==> src/rtl/io_port_bank.sv <==
// io_port_bank
//   Responder behind the MMU I/O window (0x80000000-0x800000FF). It decodes
//   word offsets from io_addr[7:2] and answers reads combinationally in the
//   same cycle as the access strobe. It hosts:
//     - a GPIO output register and a 2-flop-synchronized GPIO input,
//     - an 8N1 UART transmitter fed by a small circular TX FIFO,
//     - a 64-bit free-running cycle counter whose high half is snapshotted
//       whenever the low half is read.
//
// Ports
//   clk            system clock, rising edge
//   resetb         asynchronous active-low reset
//   io_addr        byte offset within the I/O window (bits [1:0] ignored)
//   io_en          access strobe, one cycle per access
//   io_we          1 = write, 0 = read (qualified by io_en)
//   io_data_write  write data, registers use bit 0 upward
//   io_data_read   read data, combinational, 0 when idle or unmapped
//   gpio_in        asynchronous external inputs
//   gpio_out       registered GPIO outputs
//   uart_tx        serial line, idle high

module io_port_bank #(
  parameter int GPIO_W         = 8,
  parameter int CLKS_PER_BIT   = 104,
  parameter int FIFO_DEPTH_LOG = 2
) (
  input  logic                clk,
  input  logic                resetb,
  input  logic [7:0]          io_addr,
  input  logic                io_en,
  input  logic                io_we,
  input  logic [31:0]         io_data_write,
  output logic [31:0]         io_data_read,
  input  logic [GPIO_W-1:0]   gpio_in,
  output logic [GPIO_W-1:0]   gpio_out,
  output logic                uart_tx
);

  localparam int DEPTH = 1 << FIFO_DEPTH_LOG;
  localparam int CNT_W = FIFO_DEPTH_LOG + 1;
  localparam int TMR_W = $clog2(CLKS_PER_BIT);
  localparam logic [CNT_W-1:0] DEPTH_C = CNT_W'(DEPTH);
  localparam logic [TMR_W-1:0] TMR_MAX = TMR_W'(CLKS_PER_BIT - 1);

  typedef enum logic [1:0] {
    S_IDLE  = 2'd0,
    S_START = 2'd1,
    S_DATA  = 2'd2,
    S_STOP  = 2'd3
  } tx_state_t;

  // Address decode
  logic [5:0] word;
  logic       rd_acc;
  logic       wr_acc;
  logic       sel_gpio_out;
  logic       sel_gpio_in;
  logic       sel_tx_data;
  logic       sel_tx_status;
  logic       sel_cycle_lo;
  logic       sel_cycle_hi;

  assign word          = io_addr[7:2];
  assign rd_acc        = io_en & ~io_we;
  assign wr_acc        = io_en & io_we;
  assign sel_gpio_out  = (word == 6'h00);
  assign sel_gpio_in   = (word == 6'h01);
  assign sel_tx_data   = (word == 6'h02);
  assign sel_tx_status = (word == 6'h03);
  assign sel_cycle_lo  = (word == 6'h04);
  assign sel_cycle_hi  = (word == 6'h05);

  // Byte-lane bits and the upper write bits are not used by any register.
  logic unused_bits;
  assign unused_bits = ^{io_addr[1:0], io_data_write};

  // GPIO output register and input synchronizer
  logic [GPIO_W-1:0] gpio_meta_p0;
  logic [GPIO_W-1:0] gpio_sync_p1;

  always_ff @(posedge clk or negedge resetb) begin
    if (!resetb) begin
      gpio_out     <= '0;
      gpio_meta_p0 <= '0;
      gpio_sync_p1 <= '0;
    end else begin
      gpio_meta_p0 <= gpio_in;
      gpio_sync_p1 <= gpio_meta_p0;
      if (wr_acc && sel_gpio_out) begin
        gpio_out <= io_data_write[GPIO_W-1:0];
      end
    end
  end

  // Cycle counter with high-half snapshot taken on every LO read
  logic [63:0] cyc_cnt;
  logic [31:0] cyc_hi_snap;

  always_ff @(posedge clk or negedge resetb) begin
    if (!resetb) begin
      cyc_cnt     <= '0;
      cyc_hi_snap <= '0;
    end else begin
      cyc_cnt <= cyc_cnt + 64'd1;
      if (rd_acc && sel_cycle_lo) begin
        cyc_hi_snap <= cyc_cnt[63:32];
      end
    end
  end

  // TX FIFO
  logic [7:0]                fifo_mem [DEPTH];
  logic [FIFO_DEPTH_LOG-1:0] wr_ptr;
  logic [FIFO_DEPTH_LOG-1:0] rd_ptr;
  logic [CNT_W-1:0]          fifo_cnt;
  logic                      fifo_full;
  logic                      fifo_empty;
  logic                      push_req;
  logic                      push;
  logic                      pop;
  logic                      overflow;
  tx_state_t                 tx_state;

  assign fifo_full  = (fifo_cnt == DEPTH_C);
  assign fifo_empty = (fifo_cnt == '0);
  assign push_req   = wr_acc & sel_tx_data;
  // A push into a full FIFO is dropped even if the FSM pops at the same edge.
  assign push       = push_req & ~fifo_full;
  assign pop        = (tx_state == S_IDLE) & ~fifo_empty;

  always_ff @(posedge clk or negedge resetb) begin
    if (!resetb) begin
      wr_ptr   <= '0;
      rd_ptr   <= '0;
      fifo_cnt <= '0;
      overflow <= 1'b0;
    end else begin
      if (push) wr_ptr <= wr_ptr + 1'b1;
      if (pop)  rd_ptr <= rd_ptr + 1'b1;
      case ({push, pop})
        2'b10:   fifo_cnt <= fifo_cnt + 1'b1;
        2'b01:   fifo_cnt <= fifo_cnt - 1'b1;
        default: fifo_cnt <= fifo_cnt;
      endcase
      if (wr_acc && sel_tx_status && io_data_write[3]) overflow <= 1'b0;
      if (push_req && fifo_full)                       overflow <= 1'b1;
    end
  end

  always_ff @(posedge clk) begin
    if (push) fifo_mem[wr_ptr] <= io_data_write[7:0];
  end

  // UART transmit FSM; uart_tx is registered and forced high by reset
  logic [TMR_W-1:0] bit_tmr;
  logic [2:0]       bit_idx;
  logic [7:0]       tx_shift;
  logic             tx_q;
  logic             bit_end;

  assign bit_end = (bit_tmr == '0);

  always_ff @(posedge clk or negedge resetb) begin
    if (!resetb) begin
      tx_state <= S_IDLE;
      bit_tmr  <= '0;
      bit_idx  <= '0;
      tx_q     <= 1'b1;
    end else begin
      case (tx_state)
        S_IDLE: begin
          if (!fifo_empty) begin
            tx_state <= S_START;
            bit_tmr  <= TMR_MAX;
            tx_q     <= 1'b0;
          end
        end
        S_START: begin
          if (bit_end) begin
            tx_state <= S_DATA;
            bit_tmr  <= TMR_MAX;
            bit_idx  <= '0;
            tx_q     <= tx_shift[0];
          end else begin
            bit_tmr <= bit_tmr - 1'b1;
          end
        end
        S_DATA: begin
          if (bit_end) begin
            bit_tmr <= TMR_MAX;
            if (bit_idx == 3'd7) begin
              tx_state <= S_STOP;
              tx_q     <= 1'b1;
            end else begin
              bit_idx <= bit_idx + 1'b1;
              // shift[1] becomes shift[0] at this same edge
              tx_q    <= tx_shift[1];
            end
          end else begin
            bit_tmr <= bit_tmr - 1'b1;
          end
        end
        S_STOP: begin
          if (bit_end) begin
            tx_state <= S_IDLE;
            tx_q     <= 1'b1;
          end else begin
            bit_tmr <= bit_tmr - 1'b1;
          end
        end
        default: begin
          tx_state <= S_IDLE;
          tx_q     <= 1'b1;
        end
      endcase
    end
  end

  always_ff @(posedge clk) begin
    if (pop) begin
      tx_shift <= fifo_mem[rd_ptr];
    end else if (tx_state == S_DATA && bit_end) begin
      tx_shift <= {1'b0, tx_shift[7:1]};
    end
  end

  assign uart_tx = tx_q;

  // Read mux
  logic [31:0] status;
  logic [31:0] rdata;

  always_comb begin
    status              = '0;
    status[0]           = fifo_full;
    status[1]           = fifo_empty;
    status[2]           = (tx_state != S_IDLE);
    status[3]           = overflow;
    status[8 +: CNT_W]  = fifo_cnt;
  end

  always_comb begin
    rdata = '0;
    if (rd_acc) begin
      if (sel_gpio_out)       rdata[GPIO_W-1:0] = gpio_out;
      else if (sel_gpio_in)   rdata[GPIO_W-1:0] = gpio_sync_p1;
      else if (sel_tx_status) rdata = status;
      else if (sel_cycle_lo)  rdata = cyc_cnt[31:0];
      else if (sel_cycle_hi)  rdata = cyc_hi_snap;
      else                    rdata = '0;
    end
  end

  assign io_data_read = rdata;

endmodule

==> config.mk <==
export PLATFORM = sky130hd
export DESIGN_NAME = io_port_bank
export DESIGN_NICKNAME = d
export VERILOG_FILES = /design/src/rtl/io_port_bank.sv
export SDC_FILE = /design/constraint.sdc
export NUM_CORES = 1
export LEC_CHECK = 0
export ABC_AREA = 1
export CAP_MARGIN = 20
export CORE_ASPECT_RATIO = 0.7
export CORE_MARGIN = 2
export CORE_UTILIZATION = 24
export CTS_CLUSTER_SIZE = 8
export DETAILED_ROUTE_END_ITERATION = 6
export SETUP_SLACK_MARGIN = 0.02
export SLEW_MARGIN = 25
export SYNTH_ARGS = -nofsm -noshare
export SYNTH_HDL_FRONTEND = slang
export SYNTH_SLANG_ARGS = --single-unit
==> constraint.sdc <==
create_clock -name clk -period 3.95 [get_ports clk]
set_input_delay 0.5925 -clock clk [delete_from_list [all_inputs] [get_ports clk]]
set_output_delay 0.5925 -clock clk [all_outputs]
set_load 0.01 [all_outputs]
==> results of run 1 <==
==> worst max-delay path by stage <==
stage | start | endpoint | depth (start not counted)
floorplan | tx_state[0] | fifo_cnt[2] | 12
global route | io_addr[4] | io_data_read[29] | 9
detailed placement | io_addr[4] | io_data_read[28] | 9
finish | io_addr[7] | io_data_read[25] | 8
global placement | io_addr[4] | io_data_read[29] | 9
CTS | io_addr[7] | io_data_read[28] | 8
==> layout make-up <==
type	instances	area (sq um)
Fill cell	4008	26500
Sequential cell	181	4730
Multi-Input combinational cell	798	3920
Timing Repair Buffer	73	739
Tap cell	488	611
Inverter	119	448
Clock buffer	17	425
Clock inverter	15	153
==> layer usage <==
| layer | track usage, % | wire length (um) |
|---|---|---|
| met5 | 0 | 0 |
| met4 | 3.64 | 377 |
| met3 | 2.84 | 1390 |
| met2 | 19.8 | 11200 |
| met1 | 21.0 | 13900 |
==> registers in the layout, indices dropped and copies added, names as in the netlist <==
register,count
tx_state,2
tx_shift,8
bit_idx,3
rd_ptr,2
fifo_cnt,3
overflow,1
uart_tx,1
cyc_hi_snap,32
cyc_cnt,64
gpio_out,8
fifo_mem,32
bit_tmr,7
gpio_meta_p0,8
gpio_sync_p1,8
wr_ptr,2
==> worst reg2reg max path: stages (launching register included) <==
cell and delay (ns):
dfrtp_1 0.42, inv_1 0.10, ha_1 0.38, nand2_1 0.20, inv_1 0.44, ha_1 0.25
inv_1 0.07, fa_1 0.38, a21oi_1 0.14, o21ai_0 0.10, xor2_1 0.15
==> stage by stage <==
stage / area, sq um / hold slack, ns / instances / utilization (%) / setup WS [ns]
3_5_place_dp: 10500 / 0.341 / 1659 / 27.9 / 0.443
3_3_place_gp: 10500 / 0.339 / 1659 / 27.9 / 0.437
2_1_floorplan: 9210 / 0.297 / 1119 / - / 1.68
5_1_grt: 11000 / 0.290 / 1691 / 29.4 / 0.293
4_1_cts: 11000 / 0.273 / 1691 / 29.4 / 0.438
6_report: 11000 / 0.202 / 1691 / 29.4 / 0.487
==> kinds of logic after synthesis <==
kind of cell / count (synthesis)
DFF: 181
xor gates and xnor gates: 47
adders and majority gates: 15
and+or+nand+nor: 592
AOI/OAI and AO/OA: 144
buffers and inverters: 140
==> power by group <==
| group | switching (mW) | internal [mW] |
|---|---|---|
| sequential | 0.0146 | 1.93 |
| combinational | 0.0948 | 0.0575 |
| clock | 0.855 | 0.847 |
| total | 0.965 | 2.84 |
==> layout by cell type (no fill, tap or decap), types with 7 or more instances in the layout <==
cell type	Yosys	final
nand3_1	45	45
inv_1	113	113
nor2_2	9	9
nor3_1	12	12
o21ai_0	74	74
inv_8	0	8
ha_1	14	14
clkbuf_16	0	17
a21oi_1	43	43
dfrtp_1	140	140
nor2_1	182	182
xor2_1	39	39
o21ai_1	18	18
edfxtp_1	40	40
clkdlybuf4s50_1	0	65
a31oi_1	7	7
nand2_1	291	291
nand4_1	20	20
==> run metrics, run 1 <==
Clk Latency, worst-skew pair 0.46 ns; adder-cell share of the synthesized area 2.12%; via count 7546; Total Power 3.80 mW; HP Class in -> async; vias in the first global route 7312; DIE AREA 40000 sq um; H-tree depth reported by CTS 4; Post-synth EDFFs 40; depth of the worst register-to-register path 10; combinational family with the most area after synthesis simple AND/OR/NAND/NOR gates; largest cells by area after synthesis dfrtp_1 38%, edfxtp_1 13%, nand2_1 12%; CP max FO 20; Simple-Gate Fraction of Synth Area 27.9%; reg2reg setup slack 1.20 ns; crit path DAT 2.87 ns; Synth-to-Final Area Change 19.8%; DRC 0; Async S/R FF share, synth 77.9%; Antenna Cells 0; Synth top area share 38.1%; Max-Cap Viols 0; Resized Gates After CTS 0; crit path buf inv count 4; number of port buffers 66; total track usage 13.8%; Least-Margin Pin Slew 0.931 ns; relative max-transition margin 38.0%; Vias/cell 4.46; core area 37500 sq um; most common cell in the netlist nand2_1; VDD IR max 0.000270 V; I/O Pins 93; CTS tree yes; status finished clean; setup tns final 0 ns; Clock Pin Slew Worst Setup and Hold Paths 0.07 ns; CP most frequent cell clkdlybuf4s50_1; fraction of the cycle the final worst path needs 87.7%; xor and xnor fraction of the mapped netlist area 4.63%; first-pass GRT wire length 41.9 mm; most frequent cells after synthesis 291 x nand2_1, 182 x nor2_1, 140 x dfrtp_1, 113 x inv_1, 74 x o21ai_0; CP max-delay cell clkdlybuf4s50_1; Top delay family on crit path buffers and inverters; Gate Count Post-Synth 1119; proportion of layout cells with a drive suffix above 1 7.23%; Setup Fix Bufs, Post-CTS 0; WL final 26.8 mm; CP Cell Sequence clkdlybuf4s50_1 > nor2_4 > nand3_2 > clkinv_2 > buf_4 > nand2_1 > a21oi_1 > clkdlybuf4s50_1; drt pass-1 iters 5; CTS root buf clkbuf_16; endpoints failing hold 0; syn nets 1186; Cell variety after synth 37; overall die height 168 um; Final Max Slew Viols 0; CP peak stage delay 0.57 ns; sequential area share after synthesis 51.4%; Synth area leader dfrtp_1; Top FF cell, synth dfrtp_1; Crit Path Class in -> out; Synthesis Warnings 0; required time worst endpoint 3.36 ns; max frequency 0.289 GHz; CTS buffer count 17; worst-case clock buffer depth 2; Period minus WS final 3.46 ns; leak pwr 4.45 nW; complex-gate fraction of the synthesized area 7.98%; HPWL after detailed placement 20.7 mm; PwrDens 345 nW/um^2; Final nets 1257; initial antenna violation count 0; GPL Wtd Cong 0.946; Final Setup Violations 0; GRT Residual Overflow 0; CP startpoint kind primary input; mean area per synthesized cell 8.23 sq um; routed len/inst 15.9 um; clk_skew 0.0111 ns; drt first-iter violations 671; die width 238 um; mux cell area share after synthesis 0%; reg-to-reg endpoint fifo_cnt[2]; CTS Hold Buffers Added 0; Starting Density 24.5%; Detail Route Antenna Nets 0; worst r2r src tx_state[1]; Clock Sinks 181; crit path capture type primary output; Yosys reg bits 181; largest net degree at the start of global routing 93; RSZ-0062 raised after global routing false; cell area after synthesis 9210 sq um; Rows 59
Power figures use the tool's default switching activity.
==> run 2: changes to the inputs <==
--- a/config.mk
+++ b/config.mk
@@ -5,7 +5,6 @@
 export SDC_FILE = /design/constraint.sdc
 export NUM_CORES = 1
 export LEC_CHECK = 0
-export ABC_AREA = 1
 export CAP_MARGIN = 20
 export CORE_ASPECT_RATIO = 0.7
 export CORE_MARGIN = 2
==> run 2 against run 1 <==
Net effect:
- power grew 29%
- critical path type unchanged
- non-clock buffer count grew 5
- area after synthesis down 8.7%
- highest routed layer unchanged
- synthesized cell count is 38% lower
- clock-buffer cell count unchanged
- clock power grew 4%
- sequential power is 14% higher
- setup slack worse by 0.24 ns
- register-to-register slack gained 0.17 ns
- final cell count shrank 26%
- critical path depth down 1
- largest power group unchanged
==> run metrics, run 2 <==
status finished clean (unchanged); GRT Residual Overflow 0 (unchanged); Layout Utilization 29.7% (was 29.4%); clock power share 36.0% (was 44.8%); Multi-input gate area 3460 sq um (was 3920 sq um); CP max FO 11 (was 20); endpoints failing hold 0 (unchanged); first-pass GRT wire length 32.4 mm (was 41.9 mm); H-tree depth reported by CTS 4 (unchanged); via count 5475 (was 7546); Final Setup Violations 0 (unchanged); Post-synth EDFFs 40 (unchanged); I/O Pins 93 (unchanged); leak pwr 4.24 nW (was 4.45 nW); Antenna Cells 0 (unchanged); max frequency 0.270 GHz (was 0.289 GHz); adder-cell share of the synthesized area 2.32% (was 2.12%); Final nets 831 (was 1257); Starting Density 24.3% (was 24.5%); sequential fraction of design power 45.5% (was 51.2%); Post-DP Area 9650 sq um (was 10500 sq um); Vias/cell 4.38 (was 4.46); Top Registers cyc_cnt: 64 flops, cyc_hi_snap: 32 flops, fifo_mem: 32 flops (unchanged); commonest non-fill, non-tap cell in the layout dfrtp_1 (was nand2_1); Synth area leader dfrtp_1 (unchanged); number of port buffers 66 (unchanged); CTS Hold Buffers Added 0 (unchanged); DIE AREA 36600 sq um (was 40000 sq um); CP startpoint kind primary input (unchanged); Least-Margin Pin Slew 0.728 ns (was 0.931 ns); DRC 0 (unchanged); Clk Latency, worst-skew pair 0.44 ns (was 0.46 ns); GPL Wtd Cong 0.770 (was 0.946); HP Class in -> async (unchanged); Rows 57 (was 59); commonest non-fill, non-tap cells in the layout 140 x dfrtp_1, 64 x clkdlybuf4s50_1, 51 x nor2_1, 48 x nand2_1, 46 x mux2_2 (was 291 x nand2_1, 182 x nor2_1, 140 x dfrtp_1, 113 x inv_1, 74 x o21ai_0); CTS buffer count 17 (unchanged); drt first-iter violations 309 (was 671); worst-case clock buffer depth 2 (unchanged); Clock Sinks 181 (unchanged); Clock Pin Slew Worst Setup and Hold Paths 0.08 ns (was 0.07 ns); vias in the first global route 5534 (was 7312); most common cell in the netlist dfrtp_1 (was nand2_1); Synth top area share 41.7% (was 38.1%); cell area after synthesis 8410 sq um (was 9210 sq um); Worst Setup SP io_addr[7] (unchanged); syn nets 757 (was 1186); xor and xnor fraction of the mapped netlist area 7.08% (was 4.63%); CTS tree yes (unchanged); Crit Path Class in -> out (unchanged); fillcell total 3481 (was 4008); most frequent cells after synthesis 140 x dfrtp_1, 51 x nor2_1, 48 x nand2_1, 46 x mux2_2, 40 x edfxtp_1 (was 291 x nand2_1, 182 x nor2_1, 140 x dfrtp_1, 113 x inv_1, 74 x o21ai_0); Async S/R FF share, synth 77.9% (unchanged); Gate power share 18.5% (was 4.0%); drt pass-1 iters 4 (was 5); Synth-to-Final Area Change 22.3% (was 19.8%); mean area per synthesized cell 12.2 sq um (was 8.23 sq um); RSZ-0062 raised after global routing false (unchanged); Switching Fraction 29.6% (was 25.4%); Top FF cell, synth dfrtp_1 (unchanged); Max-Cap Viols 0 (unchanged); HPWL after detailed placement 14.2 mm (was 20.7 mm); largest net degree at the start of global routing 74 (was 93); fraction of the cycle the final worst path needs 93.8% (was 87.7%); Switch Pwr 1.45 mW (was 965 uW); CTS root buf clkbuf_16 (unchanged); initial antenna violation count 0 (unchanged); number of flip-flops in the largest register 64 (unchanged); Pint 3.46 mW (was 2.84 mW); Period minus WS final 3.71 ns (was 3.46 ns); core area 34600 sq um (was 37500 sq um); mux cell area share after synthesis 11.0% (was 0%); overall die height 161 um (was 168 um); largest cells by area after synthesis dfrtp_1 42%, edfxtp_1 14%, mux2_2 6.2% (was dfrtp_1 38%, edfxtp_1 13%, nand2_1 12%); complex-gate fraction of the synthesized area 6.12% (was 7.98%); die width 228 um (was 238 um); Yosys reg bits 181 (unchanged); design area 10300 sq um (was 11000 sq um); Detail Route Antenna Nets 0 (unchanged); relative max-transition margin 51.1% (was 38.0%); Biggest register cyc_cnt (unchanged); VDD IR max 0.000287 V (was 0.000270 V); Reg area 4730 sq um (unchanged); routed len/inst 15.7 um (was 15.9 um); Resized Gates After CTS 0 (unchanged); WL final 19.7 mm (was 26.8 mm); total track usage 11.3% (was 13.8%); proportion of layout cells with a drive suffix above 1 15.4% (was 7.23%); required time worst endpoint 3.36 ns (about the same); worst r2r src cyc_cnt[11] (was tx_state[1]); crit path capture type primary output (unchanged); combinational family with the most area after synthesis simple AND/OR/NAND/NOR gates (unchanged); Final Max Slew Viols 0 (unchanged); Simple-Gate Fraction of Synth Area 14.5% (was 27.9%); PwrDens 477 nW/um^2 (was 345 nW/um^2); clk_skew 0.0224 ns (was 0.0111 ns); Cell variety after synth 56 (was 37); sequential area share after synthesis 56.3% (was 51.4%); setup tns final 0 ns (unchanged); Gate Count Post-Synth 690 (was 1119); Setup Fix Bufs, Post-CTS 0 (unchanged); Synthesis Warnings 0 (unchanged); crit path DAT 3.11 ns (was 2.87 ns)
## run 2: cell count changes after synthesis, sizes merged, moves of 9 or more
| cell | delta |
|---|---|
| and3 | +9 |
| mux2i | +23 |
| o21ai | -69 |
| xor2 | -10 |
| nor2 | -144 |
| nand2 | -251 |
| mux2 | +46 |
| nand3 | -17 |
| inv | -91 |
| clkbuf | +11 |
| buf | -9 |
| a21oi | -27 |
| nor4 | +13 |
| xnor2 | +31 |
## run 2: path summary, 6_finish.rpt
path	to	slack, ns	depth (start not counted)
hold reg to reg	gpio_sync_p1[2]	0.34	0
setup reg to reg	cyc_cnt[63]	1.37	5
min in group clk	gpio_sync_p1[2]	0.34	0
max in group asynchronous	uart_tx	2.90	2
hold / removal	cyc_hi_snap[16]	0.16	1
setup / recovery	io_data_read[0]	0.24	7
## run 2: power groups by stage
stage	clock network, mW	registers [mW]	logic [mW]
after floorplan	0	2.20	0.716
after global placement	0	2.27	0.887
after detailed placement	0	2.27	0.914
after CTS	1.80	2.24	0.919
after global routing	1.89	2.26	1.03
final	1.77	2.23	0.910
## run 2: cell families after synthesis
family	after synthesis
simple gates	221
flops	181
compound gates	78
mux	77
xor+xnor	68
buf+inv	50
fa+ha+maj	15
## run 2: cell type report
type                            instances  share of cell area, %
Tap cell                              472                   5.74
Sequential cell                       181                   46.0
Clock buffer                           17                   4.14
Timing Repair Buffer                   78                   7.51
Multi-Input combinational cell        459                   33.6
Clock inverter                         15                   2.03
Inverter                               27                  0.985
## run 2: stage by stage
| stage | hold slack, ns | worst slack, ns | power (mW) | cells |
|---|---|---|---|---|
| floorplan | 0.297 | 1.36 | 2.91 | 690 |
| global placement | 0.336 | 0.256 | 3.15 | 1217 |
| detailed placement | 0.338 | 0.257 | 3.18 | 1217 |
| CTS | 0.195 | 0.254 | 4.96 | 1249 |
| global route | 0.211 | 0.158 | 5.17 | 1249 |
| finish | 0.162 | 0.244 | 4.91 | 1249 |
## run 2: layer usage
metal | up-vias | GRT usage (%) | part of all wire [%]
met5 | - | 0 | 0
met4 | 0 | 3.59 | 1.4
met3 | 15 | 1.95 | 3.8
met2 | 112 | 15.7 | 42
met1 | 2728 | 17.6 | 53
li1 | 2620 | - | -
## run 2: critical path, cell delays in order
cell	delay [ns]
clkdlybuf4s50_1	0.48
nor4_2	0.45
and2_1	0.24
buf_4	0.19
a22oi_1	0.10
a211oi_1	0.44
clkdlybuf4s50_1	0.62
==> variant, RTL diff (config.mk and constraints of run 2) <==
Reset style: synchronous (`resetb`), changed in 4 clocked blocks. Comments in the files are not updated.
--- a/src/rtl/io_port_bank.sv
+++ b/src/rtl/io_port_bank.sv
@@ -78,7 +78,7 @@
   logic [GPIO_W-1:0] gpio_meta_p0;
   logic [GPIO_W-1:0] gpio_sync_p1;
 
-  always_ff @(posedge clk or negedge resetb) begin
+  always_ff @(posedge clk) begin
     if (!resetb) begin
       gpio_out     <= '0;
       gpio_meta_p0 <= '0;
@@ -96,7 +96,7 @@
   logic [63:0] cyc_cnt;
   logic [31:0] cyc_hi_snap;
 
-  always_ff @(posedge clk or negedge resetb) begin
+  always_ff @(posedge clk) begin
     if (!resetb) begin
       cyc_cnt     <= '0;
       cyc_hi_snap <= '0;
@@ -128,7 +128,7 @@
   assign push       = push_req & ~fifo_full;
   assign pop        = (tx_state == S_IDLE) & ~fifo_empty;
 
-  always_ff @(posedge clk or negedge resetb) begin
+  always_ff @(posedge clk) begin
     if (!resetb) begin
       wr_ptr   <= '0;
       rd_ptr   <= '0;
@@ -160,7 +160,7 @@
 
   assign bit_end = (bit_tmr == '0);
 
-  always_ff @(posedge clk or negedge resetb) begin
+  always_ff @(posedge clk) begin
     if (!resetb) begin
       tx_state <= S_IDLE;
       bit_tmr  <= '0;
Check against the original RTL: differs if resetb is asserted again (counterexample within 4 cycles, from zero or initial values and one cycle with resetb low); with resetb held inactive, the same outputs for 10 cycles.
==> variant against run 2 <==
Clock skew shrank 0.012 ns; critical path depth is the same; cell area shrank 1.1%; wire length grew 7.7%; highest routed layer unchanged; maximum frequency shrank 2.5%; first-iteration DRC count grew 67%; power shrank 12%; sequential cell count grew 2; setup slack lost 0.096 ns; sequential power shrank 7%; synthesized area is essentially flat; register-to-register slack lost 0.10 ns; largest cell class is now multi-input gates; global-route usage grew 0.52 points; via count grew 18%.
==> variant: results (changes against run 2) <==
----------------------------------------------------
[Synth]
  Instance count of the mapped netlist ... 846 (+23%)
  Number of distinct library cell variants in the gate-level netlist after synthesis ... 59 (+5.4%)
  Flip-flop cell with the highest count after synthesis ... dfxtp_1
  Sequential-to-total area share from yosys stat ... 48.3% (-8.0 points)
  Ranking of synthesized cells by instance count ... 143 x dfxtp_1, 123 x nor2_1, 65 x mux2i_1, 56 x a21oi_1, 40 x edfxtp_1

[Global routing]
  Largest net degree at the start of global routing ... 69 (-6.8%)
  First-pass GRT wire length ... 34300 µm (+5.8%)
  GRT Total Usage ... 11.8% (+0.52 points)

[Worst setup path]
  Setup slack of the worst register-to-register path ... 1.27 ns (-0.10 ns)
  End point of the critical path ... io_data_read[1]
  Depth of the most critical reg-to-reg path ... 10 (+5)
  Launch point of the worst reg-to-reg path ... tx_state[0]
  WP data arrival ... 3.21 ns (+0.10 ns)
  Critical path fanouts, max ... 7 (-4)

[Final layout]
  Total number of nets in the final design ... 975 (+17%)
  Fill count ... 3607 (+3.6%)
  Area delta synth->final ... 20.9%
  Share of final-layout standard cells stronger than drive strength 1 ... 10.1% (-5.3 points)

[Detailed routing]
  Wirelength per Cell ... 15.2 µm (-3.5%)

[Status]
  Run status ... finished, final reports clean

[Power and ir drop]
  P_leak ... 0.00360 µW (-15%)
  PD cells ... 425 mW/mm² (-11%)

[Placed design]
  Area after detailed placement ... 0.00964 mm² (-0.10%)

[Worst hold path]
  Worst hold path type ... reg2reg

[Timing]
  Share of the cycle needed by the critical path after routing ... 96.3% (+2.4 points)

----------------------------------------------------
==> variant: repair_timing <==
item | 4_1_cts | 5_1_grt
endpoints found under the setup margin | 0 | 1
resized for setup | 0 | 1
setup buffers | 0 | 0
==> variant: final cells by class <==
type                            count  area share (%)
Clock buffer                       20            4.29
Clock inverter                     12           0.923
Inverter                           20           0.750
Multi-Input combinational cell    602            40.4
Sequential cell                   183            40.0
Tap cell                          472            5.81
Timing Repair Buffer               84            7.90
==> variant: power by group through the flow <==
stage	Combinational (µW)	Clock (µW)	Sequential, µW
2_1_floorplan	505	0	2080
3_3_place_gp	652	0	2110
3_5_place_dp	663	0	2110
4_1_cts	667	1620	2070
5_1_grt	751	1700	2080
6_report	669	1580	2070
==> variant: worst register-to-register path, cell delays in order, from the launching register on <==
cell	delay, ns
dfxtp_1	0.34
inv_1	0.09
ha_1	0.45
nor2b_1	0.19
buf_4	0.22
ha_1	0.21
inv_1	0.06
fa_1	0.37
xor2_1	0.16
or3_1	0.33
a21oi_1	0.18
==> variant: layer usage <==
metal  global-route usage, %  wire length (µm)  vias to the layer above
met5                       0                 0                        -
met4                    4.13               384                        0
met3                    2.54               754                       23
met2                    16.8              8560                      131
met1                    17.6             11500                     3102
li1                        -                 -                     3196
==> variant: logic make-up (layout without fill, tap and decap cells) <==
group / Yosys count / after routing / share of synthesized area (%)
muxes: 87 / 87 / 11.7
buffers and inverters: 61 / 136 / 2.96
xor gates and xnor gates: 31 / 31 / 3.23
AOI/OAI and AO/OA: 139 / 139 / 10.4
DFF: 183 / 183 / 48.3
and+or+nand+nor: 330 / 330 / 21.0
adders and majority gates: 15 / 15 / 2.32
